**config.mk**
```make
export PLATFORM = sky130hd
export DESIGN_NAME = sid_voice_regs
export DESIGN_NICKNAME = d
export VERILOG_FILES = /design/src/rtl/sid_voice_regs.sv
export SDC_FILE = /design/constraint.sdc
export NUM_CORES = 1
export LEC_CHECK = 0
export BUFFER_PORTS_ARGS = -buffer_cell sky130_fd_sc_hd__buf_2
export CORE_MARGIN = 2
export CORE_UTILIZATION = 54
export DETAILED_ROUTE_END_ITERATION = 7
export PLACE_DENSITY_LB_ADDON = 0.15
export SLEW_MARGIN = 15
export SYNTH_ARGS = -nofsm -noshare
export SYNTH_HDL_FRONTEND = slang
export SYNTH_SLANG_ARGS = --single-unit
```
**constraint.sdc**
```tcl
create_clock -name clk -period 4.3 [get_ports clk]
set_input_delay 1.29 -clock clk [delete_from_list [all_inputs] [get_ports clk]]
set_output_delay 1.29 -clock clk [all_outputs]
set_load 0.01 [all_outputs]
```
**src/rtl/sid_voice_regs.sv**
```systemverilog
// SID voice register block: bus access FSM, write-only shadowed frequency and
// pulse-width registers with atomic commit, control register, oscillator readback.
module sid_voice_regs (
  input  logic        clk,
  input  logic        rst,
  input  logic        cs,
  input  logic        we,
  input  logic [4:0]  addr,
  input  logic [7:0]  wdata,
  output logic [7:0]  rdata,
  output logic        rvalid,
  output logic [15:0] freq,
  output logic [11:0] pw,
  output logic [7:0]  ctrl,
  output logic        upd,
  input  logic [23:0] wave_in,
  input  logic [11:0] noise_in
);

  localparam logic [4:0] ADDR_FREQ_LO = 5'h00;
  localparam logic [4:0] ADDR_FREQ_HI = 5'h01;
  localparam logic [4:0] ADDR_PW_LO   = 5'h02;
  localparam logic [4:0] ADDR_PW_HI   = 5'h03;
  localparam logic [4:0] ADDR_CTRL    = 5'h04;
  localparam logic [4:0] ADDR_OSC     = 5'h1B;
  localparam logic [4:0] ADDR_NOISE   = 5'h1C;

  typedef enum logic [1:0] {
    ST_IDLE,
    ST_ACCESS,
    ST_HOLD
  } state_t;

  state_t      r_state;
  state_t      w_next_state;

  logic        r_we;
  logic [4:0]  r_addr;
  logic [7:0]  r_wdata;
  logic [7:0]  r_freq_lo;
  logic [7:0]  r_pw_lo;
  logic [15:0] r_freq;
  logic [11:0] r_pw;
  logic [7:0]  r_ctrl;
  logic        r_upd;
  logic [7:0]  r_rdata;
  logic        r_rvalid;

  logic        w_do_write;
  logic        w_do_read;
  logic [7:0]  w_rd_data;

  always_ff @(posedge clk or posedge rst) begin
    if (rst) begin
      r_state <= ST_IDLE;
    end else begin
      // NOTE: sequential state uses non-blocking assignment so every register
      // samples pre-edge values regardless of block ordering.
      r_state <= w_next_state;
    end
  end

  // A single cs assertion yields exactly one access; HOLD absorbs the rest of it.
  always_comb begin
    // NOTE: default first so no path leaves the output unassigned (no latch).
    w_next_state = r_state;
    case (r_state)
      ST_IDLE:   if (cs) w_next_state = ST_ACCESS;
      ST_ACCESS: w_next_state = cs ? ST_HOLD : ST_IDLE;
      ST_HOLD:   if (!cs) w_next_state = ST_IDLE;
      default:   w_next_state = ST_IDLE;
    endcase
  end

  always_ff @(posedge clk or posedge rst) begin
    if (rst) begin
      r_we    <= 1'b0;
      r_addr  <= 5'h00;
      r_wdata <= 8'h00;
    end else if (r_state == ST_IDLE && cs) begin
      r_we    <= we;
      r_addr  <= addr;
      r_wdata <= wdata;
    end
  end

  assign w_do_write = (r_state == ST_ACCESS) &&  r_we;
  assign w_do_read  = (r_state == ST_ACCESS) && !r_we;

  // Voice registers are write-only; only the oscillator taps read back.
  always_comb begin
    w_rd_data = 8'h00;
    case (r_addr)
      ADDR_OSC:   w_rd_data = wave_in[23:16];
      ADDR_NOISE: w_rd_data = noise_in[11:4];
      default:    w_rd_data = 8'h00;
    endcase
  end

  always_ff @(posedge clk or posedge rst) begin
    if (rst) begin
      r_freq_lo <= 8'h00;
      r_pw_lo   <= 8'h00;
      r_freq    <= 16'h0000;
      r_pw      <= 12'h000;
      r_ctrl    <= 8'h00;
      r_upd     <= 1'b0;
      r_rdata   <= 8'h00;
      r_rvalid  <= 1'b0;
    end else begin
      r_upd    <= 1'b0;
      r_rvalid <= 1'b0;
      if (w_do_write) begin
        case (r_addr)
          ADDR_FREQ_LO: r_freq_lo <= r_wdata;
          ADDR_FREQ_HI: begin
            r_freq <= {r_wdata, r_freq_lo};
            r_upd  <= 1'b1;
          end
          ADDR_PW_LO:   r_pw_lo <= r_wdata;
          ADDR_PW_HI: begin
            r_pw  <= {r_wdata[3:0], r_pw_lo};
            r_upd <= 1'b1;
          end
          ADDR_CTRL:    r_ctrl <= r_wdata;
          default:      ;
        endcase
      end
      if (w_do_read) begin
        r_rdata  <= w_rd_data;
        r_rvalid <= 1'b1;
      end
    end
  end

  assign freq   = r_freq;
  assign pw     = r_pw;
  assign ctrl   = r_ctrl;
  assign upd    = r_upd;
  assign rdata  = r_rdata;
  assign rvalid = r_rvalid;

endmodule

```
== After elaboration in Yosys (flattened, before gate mapping) ==
Cells that the tools add are included.
W data, S select, Z words.

* Register bits: 78
* Latch bits: 0
* Memory bits (writable): 0
* ROM bits: 0
* Input port bits: 53
* Output and inout port bits: 46
* Memories kept: 0

* $add $sub $neg: 0
* $mul: 0
* Div/mod/pow operators: 0
* Magnitude comparators: 0
* Equal/unequal tests: 10
* Shift-type cells: 0
* Mux-type cells: 8
* Bitwise operators: 0
* Reductions and logical operators: 13

{| class="wikitable"
|+ Operator list
! cell !! count
|-
| $pmux W8 S2 || 1
|-
| $reduce_and A2 Y1 || 6
|-
| $eq A5 B2 Y1 const B || 2
|-
| $eq A5 B5 Y1 const B || 2
|-
| $mux W2 || 3
|-
| $pmux W2 S3 || 1
|-
| $eq A5 B1 Y1 const B || 1
|-
| $eq A5 B3 Y1 const B || 1
|-
| $logic_not A5 Y1 || 1
|-
| $ne A2 B2 Y1 const B || 2
|-
| $logic_and A1 B1 Y1 || 3
|-
| $mux W1 || 3
|-
| $eq A2 B1 Y1 const B || 1
|-
| $eq A2 B2 Y1 const B || 1
|-
| $logic_not A2 Y1 || 1
|-
| $reduce_or A2 Y1 || 1
|-
| $logic_not A1 Y1 || 1
|}

== Logic depth before layout (Yosys ltp) ==
Gate-level depths: netlist (run 1).

* Depth in word-level cells: 4
* Mapped depth: 5
* Depth with buffers taken out: 3

== Least setup slack after synthesis (run 1) ==
No wires, ideal clock.

* Kind: input port to flip-flop
* Start: in cs
* End: reg r_addr[0]
* Arrival: 2.211 ns
* Required time: 4.175 ns
* Slack: 1.964 ns
* Cell stages on the path: 3
* Cell sequence: nor3b_2 buf_2 mux2_2

* Word-level cells in the longest chain between the ends: 1

{| class="wikitable"
|+ RTL lines
! item !! line !! RTL
|-
| start, declared || 6 || <nowiki>input logic cs,</nowiki>
|-
| $logic_and A1 B1 Y1 || 80 || <nowiki>end else if (r_state == ST_IDLE && cs) begin</nowiki>
|-
| end signal, assigned || 82 || <nowiki>r_addr <= addr;</nowiki>
|-
| end, declared || 38 || <nowiki>logic [4:0] r_addr;</nowiki>
|}

No other way between the ends.
A chain may end at the register's enable or synchronous reset.

== Worst setup path in the final report (run 1) ==
* Start: reg r_addr[4]
* End: reg r_pw[1], in the netlist pw[1]

* Word-level cells in the longest chain between the ends: 2

{| class="wikitable"
|+ RTL lines
! item !! line !! RTL
|-
| $eq A5 B2 Y1 || 114 || <nowiki>case (r_addr)</nowiki>
|-
| $reduce_and A2 Y1 (no source line) || -- ||
|-
| end signal, assigned || 122 || <nowiki>r_pw <= {r_wdata[3:0], r_pw_lo};</nowiki>
|-
| end, declared || 43 || <nowiki>logic [11:0] r_pw;</nowiki>
|}

No other way between the ends.

==> run summary, run 1 <==
status: complete, no violations
commonest cells after routing, fill and taps aside: 78 x dfrtp_1, 78 x buf_2, 56 x mux2_2
final worst slack: 2.06 ns
Worst R2R Setup Slack: 2.06 ns
DR pass1 iterations: 4
vias in the first global route: 1,912
Die ar.: 6540 um^2
final wirelength: 6010 um
final core utilization: 0.683
hold depth: 1
drt wl/cell: 16.2 um
via count: 2,020
Final GP Congestion: 0.849
initial antenna violation count: 0
TritonCTS buffer count: 9
Cells after DPL: 354
DP Worst Slack: 2.00 ns
CP Data Required Time: 4.52 ns
max-cap check violation count: 0
Max-slew headroom: 0.379
Hold Path Class: reg2reg
top-area cell type share of the netlist area: 0.612
Clock Latency Late Sink: 0.34 ns
Post-Route Setup TNS: 0 ns
syn_area_per_cell: 15.0 um^2
WP data arrival: 2.46 ns
Area Growth Syn to Fin: 20.1%
HPWL Detailed: 4100 um
Syn Std Cell Area: 3190 um^2
Die W: 80.9 um
Final Skew: 0.0103 ns
Vias/cell: 5.46
worst-margin pin slew: 0.928 ns
Top FF cell, synth: dfrtp_1
count of hold-fix buffers inserted at cts: 0
Setup crit start kind: flip-flop
crit path launch: r_addr[4]$_DFFE_PP0P_
initial core utilization: 0.569
clock-pin transition on the worst setup and hold timing paths: 0.07 ns
clk sinks: 78
WHS: 0.501 ns
Core Region: 5610 um^2
number of synthesized flops with an enable pin: 0
Logic pwr share: 0.248
Clock Path Buffers: 2
proportion of power drawn by the clock network: 0.235
Pwr Density: 589 nW/um^2
# diodes: 0
DRC: 0
count of final max-slew check failures: 0
H-tree depth: 3
layout cells sized above 1: 0.570
RR Endpoint: pw[1]$_DFFE_PP0P_
CTS Root Cell: clkbuf_8
top post-synthesis cells by area: dfrtp_1 61%, mux2_2 20%, mux2_4 4.7%, nand3_1 2.5%, o22a_1 2.2%
Antenna Violating Nets Remaining: 0
final hold vios: 0
Tmin final: 2.24 ns
fin nets: 346
Post-CTS Resized: 0
Crit. End Element: flip-flop
Flop pwr share: 0.517
leading area contributor after synthesis: dfrtp_1
remaining global-route overflow: 0
Leak: 2.07 nW
FF-to-FF Start: r_addr[4]$_DFFE_PP0P_
IO Count: 99
fin crit share: 0.520
Post-Layout Cell Count: 370
Switching Fraction: 0.306
yosys warns: 0
CTS tree: built
Synth Instances: 212
PortBufs: 78
sequential share of the synthesized area: 0.612
die boundary height: 80.9 um
switching power: 0.000691 W
Worst Setup Path Type: reg2reg
Post CTS Setup Buffer Count: 0
largest net degree at the start of global routing: 65
CP endpoint: pw[1]$_DFFE_PP0P_
gr usage total: 0.201
Int Power: 0.00157 W
RSZ-0062 raised after global routing: no
First DRT Iteration DRCs: 78
Yosys reg bits: 78
CP max FO: 18
Cell variety after synth: 23
Post-synth ARST share: 1.00
Max IR drop VDD: 359 uV
num rows: 27
syn_nets: 265
reg2reg path depth: 3
f_max: 447 MHz
first-pass GRT wire length: 9670 um
Setup Viol. Count Final: 0
## routing by layer
layer  GRT usage  part of all wire  vias up
met5           0                 0        -
met4      0.0898             0.020        0
met3      0.0456             0.044       13
met2       0.289              0.47       54
met1       0.292              0.47     1024
li1            -                 -      929
## state kept, by name, indices dropped and copies added (netlist names)
name,count
ctrl,8
r_addr,5
r_pw_lo,8
r_wdata,8
freq,16
r_state,2
r_we,1
rdata,8
rvalid,1
r_freq_lo,8
upd,1
pw,12
## layout make-up
class | instances | area [um^2]
inverter | 1 | 6.26
fill | 449 | 1780
tap | 72 | 90.1
sequential | 78 | 1950
clock buffer | 13 | 149
timing repair buffer | 81 | 413
multi-input combinational | 122 | 1180
clock inverter | 3 | 43.8
## synth_stat cells, drive strengths merged (2+ instances only)
cell     n
clkbuf   5
o22a     8
buf      6
nor3b    2
nand3   16
mux2    66
nor2    10
nand4    3
dfrtp   78
a21oi    8
nand4b   2
## power groups by stage
stage	logic, W	registers (W)	clock network, W
2_1_floorplan	0.000360	0.00116	0
3_3_place_gp	0.000550	0.00117	0
3_5_place_dp	0.000566	0.00118	0
4_1_cts	0.000568	0.00117	0.000547
5_1_grt	0.000615	0.00120	0.000578
6_report	0.000559	0.00117	0.000531
## worst max-delay path, stage by stage, from the launching register on
cell and delay [ns]:
dfrtp_1 0.59, nor4b_4 0.60, nand4_2 0.49, mux2_2 0.44
## per-stage QoR
step	power (W)	instance area, um^2
2_1_floorplan	0.00152	3190
3_3_place_gp	0.00172	3640
3_5_place_dp	0.00175	3640
4_1_cts	0.00228	3830
5_1_grt	0.00239	3830
6_report	0.00226	3830
## worst min path at each step
stage,from,end
6_report,r_freq_lo[7]$_DFFE_PP0P_,freq[7]$_DFFE_PP0P_
2_1_floorplan,r_pw_lo[0]$_DFFE_PP0P_,pw[0]$_DFFE_PP0P_
3_5_place_dp,pw[3]$_DFFE_PP0P_,pw[3]$_DFFE_PP0P_
3_3_place_gp,ctrl[6]$_DFFE_PP0P_,ctrl[6]$_DFFE_PP0P_
4_1_cts,r_freq_lo[7]$_DFFE_PP0P_,freq[7]$_DFFE_PP0P_
5_1_grt,r_freq_lo[7]$_DFFE_PP0P_,freq[7]$_DFFE_PP0P_
## cells by family after synthesis
| kind of cell | Yosys count | synth area share |
|---|---|---|
| buf+inv | 12 | 0.0192 |
| xor+xnor | 1 | 0.00275 |
| flops | 78 | 0.612 |
| simple gates | 39 | 0.0871 |
| mux | 66 | 0.245 |
| compound gates | 16 | 0.0345 |
Note: power is estimated with default switching activity, not from simulation.
==> inputs of run 2 (changes only) <==
--- a/config.mk
+++ b/config.mk
@@ -5,9 +5,10 @@
 export SDC_FILE = /design/constraint.sdc
 export NUM_CORES = 1
 export LEC_CHECK = 0
+export ABC_AREA = 1
 export BUFFER_PORTS_ARGS = -buffer_cell sky130_fd_sc_hd__buf_2
 export CORE_MARGIN = 2
-export CORE_UTILIZATION = 54
+export CORE_UTILIZATION = 51
 export DETAILED_ROUTE_END_ITERATION = 7
 export PLACE_DENSITY_LB_ADDON = 0.15
 export SLEW_MARGIN = 15
==> constraint.sdc (replaced) <==
create_clock -name clk -period 2.15 [get_ports clk]
set_input_delay 0.645 -clock clk [delete_from_list [all_inputs] [get_ports clk]]
set_output_delay 0.645 -clock clk [all_outputs]
set_load 0.01 [all_outputs]
==> run 2 against run 1 <==
First-iteration DRC count up 96%. Global-route usage rose by 2.1 points. Register-to-register slack worse by 1.5 ns. Non-clock buffer count grew 2. Cell area increased by 1.8%. Worst setup slack worse by 1.5 ns. Synthesized area is 1.5% higher. Combinational power rose by 42%. Final cell count up 38%. Die area up 7.1%. Critical path type unchanged. Critical endpoint is now r_freq_lo[3]$_DFFE_PP0P_. Largest cell class unchanged. Largest power group unchanged.
==> run summary, run 2 <==
status: complete, no violations
Antenna Violating Nets Remaining: 0 (unchanged)
Post CTS Setup Buffer Count: 0 (unchanged)
Flop pwr share: 0.499 (-0.018)
number of synthesized flops with an enable pin: 0 (unchanged)
Switching Fraction: 0.307 (+0.00142)
CP Data Required Time: 2.38 ns (-2.14 ns)
fin nets: 483 (+40%)
drt wl/cell: 14.1 um (-13%)
Synth Instances: 349 (+65%)
Crit-path slowest cell: dfrtp_1
CTS Root Cell: clkbuf_8
Worst R2R Setup Slack: 0.60 ns (-1.46 ns)
critical path depth: 6 (+3)
top-area cell type share of the netlist area: 0.603 (-0.00898)
first-pass GRT wire length: 12,100 um (+25%)
final wirelength: 7210 um (+20%)
vias in the first global route: 2,482 (+30%)
Post-synth ARST share: 1.00 (unchanged)
Pwr Density: 1000 nW/um^2 (+71%)
WHS: 0.295 ns (-0.206 ns)
Leak: 2.21 nW (+6.7%)
Syn Std Cell Area: 3240 um^2 (+1.5%)
Top FF cell, synth: dfrtp_1
Area Growth Syn to Fin: 20.4%
clock-pin transition on the worst setup and hold timing paths: 0.08 ns (about the same)
yosys warns: 0 (unchanged)
Clock Latency Late Sink: 0.34 ns (about the same)
syn_nets: 402 (+52%)
remaining global-route overflow: 0 (unchanged)
Worst Setup Path Type: reg2reg
worst path cell trace: nor2_1 -> nand2_1 -> nor2_4 -> nand2_2 -> nand2_1 -> o21ai_2
max-cap check violation count: 0 (unchanged)
# diodes: 0 (unchanged)
Int Power: 0.00271 W (+73%)
Hold Path Class: in2async
Yosys reg bits: 78 (unchanged)
Logic pwr share: 0.202 (-0.046)
Die W: 83.7 um (+3.5%)
final core utilization: 0.625 (-0.0583)
commonest non-fill, non-tap cell in the layout: nand2_1
DRC: 0 (unchanged)
Final Skew: 0.00737 ns (-0.00293 ns)
Final GP Congestion: 0.844 (-0.55%)
largest net degree at the start of global routing: 46 (-29%)
Max IR drop VDD: 608 uV (+69%)
Post-CTS Resized: 0 (unchanged)
syn_area_per_cell: 9.28 um^2 (-38%)
gr usage total: 0.221 (+0.0207)
via count: 2,573 (+27%)
Post-Layout Cell Count: 512 (+38%)
Die ar.: 7000 um^2 (+7.1%)
DP Worst Slack: 0.598 ns (-1.40 ns)
count of hold-fix buffers inserted at cts: 0 (unchanged)
First DRT Iteration DRCs: 153 (+96%)
initial core utilization: 0.519 (-0.0501)
CP max FO: 16 (-2)
Top cell by count, worst path: nand2_1
num rows: 29 (+7.4%)
switching power: 0.00120 W (+74%)
CTS tree: built
count of final max-slew check failures: 0 (unchanged)
Cell variety after synth: 22 (-4.3%)
IO Count: 99 (unchanged)
die boundary height: 83.7 um (+3.5%)
Vias/cell: 5.03 (-8.0%)
Cells after DPL: 496 (+40%)
TritonCTS buffer count: 9 (unchanged)
f_max: 647 MHz (+45%)
sequential share of the synthesized area: 0.603 (-0.00898)
CP bufs+invs: 0 (unchanged)
proportion of power drawn by the clock network: 0.298 (+0.063)
Top delay family on crit path: simple AND/OR/NAND/NOR gates
Tmin final: 1.55 ns (-0.690 ns)
Clock Path Buffers: 2 (unchanged)
final worst slack: 0.604 ns (-1.46 ns)
Setup Viol. Count Final: 0 (unchanged)
leading area contributor after synthesis: dfrtp_1
initial antenna violation count: 0 (unchanged)
Max stage delay on crit path: 0.54 ns (-0.06 ns)
final hold vios: 0 (unchanged)
fin crit share: 0.719 (+0.199)
HPWL Detailed: 5000 um (+22%)
worst-margin pin slew: 0.588 ns (-0.340 ns)
commonest cells after routing, fill and taps aside: 149 x nand2_1, 78 x dfrtp_1, 78 x buf_2
PortBufs: 78 (unchanged)
Post-Route Setup TNS: 0 ns (unchanged)
clk sinks: 78 (unchanged)
layout cells sized above 1: 0.285 (-0.285)
DR pass1 iterations: 4 (unchanged)
reg2reg path depth: 6 (+3)
H-tree depth: 3 (unchanged)
Crit. End Element: flip-flop
RSZ-0062 raised after global routing: no
fillcell total: 555 (+24%)
Core Region: 6240 um^2 (+11%)
top post-synthesis cells by area: dfrtp_1 60%, nand2_1 17%, o21ai_2 4.3%, o21ai_0 4.2%, inv_1 2.2%
commonest cells in the netlist: 149 x nand2_1, 78 x dfrtp_1, 27 x o21ai_0, 19 x inv_1, 16 x o21ai_2
number of flip-flops in the largest register: 16 (unchanged)
WP data arrival: 1.77 ns (-0.69 ns)
Max-slew headroom: 0.607 (+0.228)
cell with the most instances after synthesis: nand2_1
Setup crit start kind: flip-flop
-- run 2: changes by cell type after synthesis, sizes merged, moves of 2 or more --
| cell | delta |
|---|---|
| nor2 | +2 |
| nand4b | -2 |
| nand3 | -6 |
| o21ai | +51 |
| a21oi | -7 |
| mux2 | -66 |
| inv | +18 |
| nor3b | -2 |
| buf | +4 |
| nand4 | +7 |
| o22a | -8 |
| nand2 | +152 |
| clkbuf | -2 |
-- run 2: power groups by stage --
stage | sequential (W) | combinational [W] | clock (W)
floorplan | 0.00200 | 0.000469 | 0
CTS | 0.00196 | 0.000810 | 0.00119
global placement | 0.00197 | 0.000781 | 0
detailed placement | 0.00198 | 0.000805 | 0
global route | 0.00199 | 0.000903 | 0.00126
finish | 0.00196 | 0.000793 | 0.00117
-- run 2: cell families (layout without fill, tap and decap cells) --
kind of cell           after synthesis  after routing  share of synthesized area
DFF                                 78             78                      0.603
and+or+nand+nor                    186            186                      0.245
buffers and inverters               33            119                     0.0533
AOI/OAI and AO/OA                   52             52                     0.0989
-- run 2: area by class of cell --
type	instances	area, um^2	share of cell area
Multi-Input combinational cell	238	1110	0.286
Inverter	20	78.8	0.0202
Tap cell	77	96.3	0.0247
Clock buffer	13	179	0.0459
Clock inverter	3	40.0	0.0103
Sequential cell	78	1950	0.500
Timing Repair Buffer	83	440	0.113
-- run 2: worst reg2reg max path, cell delays in order, from the launching register on --
cell	delay, ns
dfrtp_1	0.54
nor2_1	0.24
nand2_1	0.12
nor2_4	0.11
nand2_2	0.22
nand2_1	0.15
o21ai_2	0.06
-- run 2: path summary, 6_finish.rpt --
check                                      start                        to
max                        r_addr[2]$_DFFE_PP0P_  r_freq_lo[3]$_DFFE_PP0P_
min                                          rst    r_pw_lo[3]$_DFFE_PP0P_
max reg2reg                r_addr[2]$_DFFE_PP0P_  r_freq_lo[3]$_DFFE_PP0P_
min reg2reg                 rdata[0]$_DFFE_PP0P_      rdata[0]$_DFFE_PP0P_
max in group asynchronous                    rst      rdata[7]$_DFFE_PP0P_
min in group clk            rdata[0]$_DFFE_PP0P_      rdata[0]$_DFFE_PP0P_
-- run 2: metal layers --
layer,track usage,share of wire,wire length (um)
met5,0,0,0
met4,0.0997,0.017,126
met3,0.0435,0.059,426
met2,0.329,0.48,3420
met1,0.318,0.45,3230
-- run 2: per-stage QoR --
stage	total power, W	instance area [um^2]
after floorplan	0.00247	3240
after global placement	0.00275	3680
after detailed placement	0.00279	3680
after CTS	0.00396	3900
after global routing	0.00416	3900
final	0.00392	3900
==> inputs of run 3 (changes only) <==
--- a/config.mk
+++ b/config.mk
@@ -8,7 +8,7 @@
 export ABC_AREA = 1
 export BUFFER_PORTS_ARGS = -buffer_cell sky130_fd_sc_hd__buf_2
 export CORE_MARGIN = 2
-export CORE_UTILIZATION = 51
+export CORE_UTILIZATION = 46
 export DETAILED_ROUTE_END_ITERATION = 7
 export PLACE_DENSITY_LB_ADDON = 0.15
 export SLEW_MARGIN = 15
==> constraint.sdc (replaced) <==
create_clock -name clk -period 1.4 [get_ports clk]
set_input_delay 0.42 -clock clk [delete_from_list [all_inputs] [get_ports clk]]
set_output_delay 0.42 -clock clk [all_outputs]
set_load 0.01 [all_outputs]
==> run 3 against run 2 <==
Sequential power is 53% higher. Sequential share of layout area down 3.4 points. Final cell count rose by 6.8%. Critical path depth unchanged. Clock power up 75%. Wire length up 3.8%. Maximum frequency up 11%. Critical path type unchanged.
==> run summary, run 3 (synthesized netlist as in run 2, its figures left out) <==
Worst R2R Setup Slack: 0.008 ns (-0.60 ns)
TritonCTS buffer count: 9 (unchanged)
final worst slack: 0.00790 ns (-0.596 ns)
die boundary height: 87.9 um (+5.0%)
gr usage total: 0.201 (-0.0205)
Die W: 87.9 um (+5.0%)
Worst Setup Path Type: reg2reg
DR pass1 iterations: 5 (+1)
DRC: 0 (unchanged)
f_max: 718 MHz (+11%)
RSZ-0062 raised after global routing: yes
final hold vios: 0 (unchanged)
count of final max-slew check failures: 0 (unchanged)
CP max FO: 5 (-11)
CP Data Required Time: 1.69 ns (-0.69 ns)
Clock Path Buffers: 2 (unchanged)
placed cell area: 3820 um^2 (+3.9%)
max-cap check violation count: 0 (unchanged)
Crit. End Element: flip-flop
CP endpoint: pw[8]$_DFFE_PP0P_
fin nets: 499 (+3.3%)
CTS Root Cell: clkbuf_8
Setup crit start kind: flip-flop
Final GP Congestion: 0.835 (-1.0%)
layout cells sized above 1: 0.337 (+0.0520)
Die ar.: 7730 um^2 (+10%)
via count: 2,630 (+2.2%)
H-tree depth: 3 (unchanged)
vias in the first global route: 2,379 (-4.1%)
total power: 0.00644 W (+64%)
fin crit share: 0.994 (+0.275)
clock-pin transition on the worst setup and hold timing paths: 0.08 ns (about the same)
reg2reg path depth: 6 (unchanged)
num rows: 30 (+3.4%)
FF-to-FF Start: r_addr[2]$_DFFE_PP0P_
status: complete, no violations
count of hold-fix buffers inserted at cts: 0 (unchanged)
fillcell total: 600 (+8.1%)
largest net degree at the start of global routing: 40 (-13%)
# diodes: 0 (unchanged)
Cells after DPL: 526 (+6.0%)
first-pass GRT wire length: 11,600 um (-3.8%)
number of flip-flops in the largest register: 16 (unchanged)
Tmin final: 1.39 ns (-0.154 ns)
Post-Layout Cell Count: 547 (+6.8%)
Pwr Density: 1540 nW/um^2 (+53%)
DP Worst Slack: 0.0177 ns (-0.580 ns)
CTS tree: built
final wirelength: 7480 um (+3.8%)
WP data arrival: 1.69 ns (-0.08 ns)
drt wl/cell: 13.7 um (-2.9%)
First DRT Iteration DRCs: 138 (-9.8%)
multi-input combinational cell area: 1190 um^2 (+6.5%)
worst-margin pin slew: 0.347 ns (-0.241 ns)
Max IR drop VDD: 867 uV (+43%)
Area Growth Syn to Fin: 29.3%
PortBufs: 78 (unchanged)
Leak: 2.37 nW (+7.2%)
Register Area: 1950 um^2 (about the same)
Antenna Violating Nets Remaining: 0 (unchanged)
fin area: 4190 um^2 (+7.4%)
Hold Path Class: in2async
remaining global-route overflow: 0 (unchanged)
Setup Viol. Count Final: 0 (unchanged)
Clock Latency Late Sink: 0.35 ns (about the same)
Core Region: 6790 um^2 (+8.9%)
HPWL Detailed: 5000 um (about the same)
initial antenna violation count: 0 (unchanged)
commonest non-fill, non-tap cell in the layout: nand2_1
RR Endpoint: pw[8]$_DFFE_PP0P_
commonest cells after routing, fill and taps aside: 143 x nand2_1, 79 x buf_2, 77 x dfrtp_1
clk sinks: 78 (unchanged)
Final Skew: 0.00806 ns (+0.000687 ns)
crit path launch: r_addr[2]$_DFFE_PP0P_
Max-slew headroom: 0.768 (+0.162)
final core utilization: 0.616 (-0.00851)
initial core utilization: 0.477 (-0.0422)
IO Count: 99 (unchanged)
Vias/cell: 4.81 (-4.3%)
==> run 3: changes by cell type in the layout (fill, tap and decap cells not counted), moves of 3 or more <==
cell,delta
buf_4,+8
clkbuf_8,-3
o21ai_1,+5
nor2_1,-3
buf_6,+3
buf_12,+3
o21ai_0,-5
nand2_4,+4
nand2_1,-6
==> run 3: cell type report <==
cell class | instances | area share
Sequential cell | 78 | 0.466
Timing Repair Buffer | 98 | 0.143
Clock inverter | 6 | 0.0260
Clock buffer | 10 | 0.0329
Multi-Input combinational cell | 239 | 0.283
Inverter | 20 | 0.0197
Tap cell | 96 | 0.0287
==> run 3: layer usage <==
metal / up-vias / track usage / wire, um
met5: - / 0 / 0
li1: 1311 / - / -
met4: 0 / 0.0783 / 76
met3: 7 / 0.0443 / 424
met1: 1229 / 0.302 / 3610
met2: 83 / 0.285 / 3370
==> run 3: metrics by stage <==
step           hold slack, ns  TNS (ns)
6_report               0.0395         0
5_1_grt                0.0479     -1.42
4_1_cts                0.0349         0
3_5_place_dp            0.419         0
3_3_place_gp            0.421         0
2_1_floorplan           0.442         0
==> run 3: critical path: stages (launching register included) <==
cell,delay (ns)
dfrtp_2,0.45
nor2_4,0.13
nand4_1,0.22
nor2_2,0.26
buf_6,0.16
nand2_2,0.05
nand2_1,0.06
==> run 3: timing repair <==
item	in CTS	in global routing
buffers inserted	0	2
gates resized for setup	0	28
setup endpoints to repair	0	51
==> run 3: report_power, final <==
part	total, W	switching (W)	internal, W
Sequential	0.00300	0.000298	0.00271
Clock	0.00205	0.000821	0.00123
Combinational	0.00138	0.000835	0.000545
Total	0.00644	0.00195	0.00448
==> run 3: worst min-delay path by stage <==
stage | start | to | slack (ns) | cells after the start
finish | rst | ctrl[5]$_DFFE_PP0P_ | 0.04 | 2
global route | rst | ctrl[5]$_DFFE_PP0P_ | 0.05 | 2
CTS | rst | ctrl[2]$_DFFE_PP0P_ | 0.03 | 2
detailed placement | rst | r_pw_lo[7]$_DFFE_PP0P_ | 0.42 | 2
global placement | rst | r_pw_lo[7]$_DFFE_PP0P_ | 0.42 | 2
floorplan | r_wdata[4]$_DFFE_PP0P_ | freq[12]$_DFFE_PP0P_ | 0.44 | 2
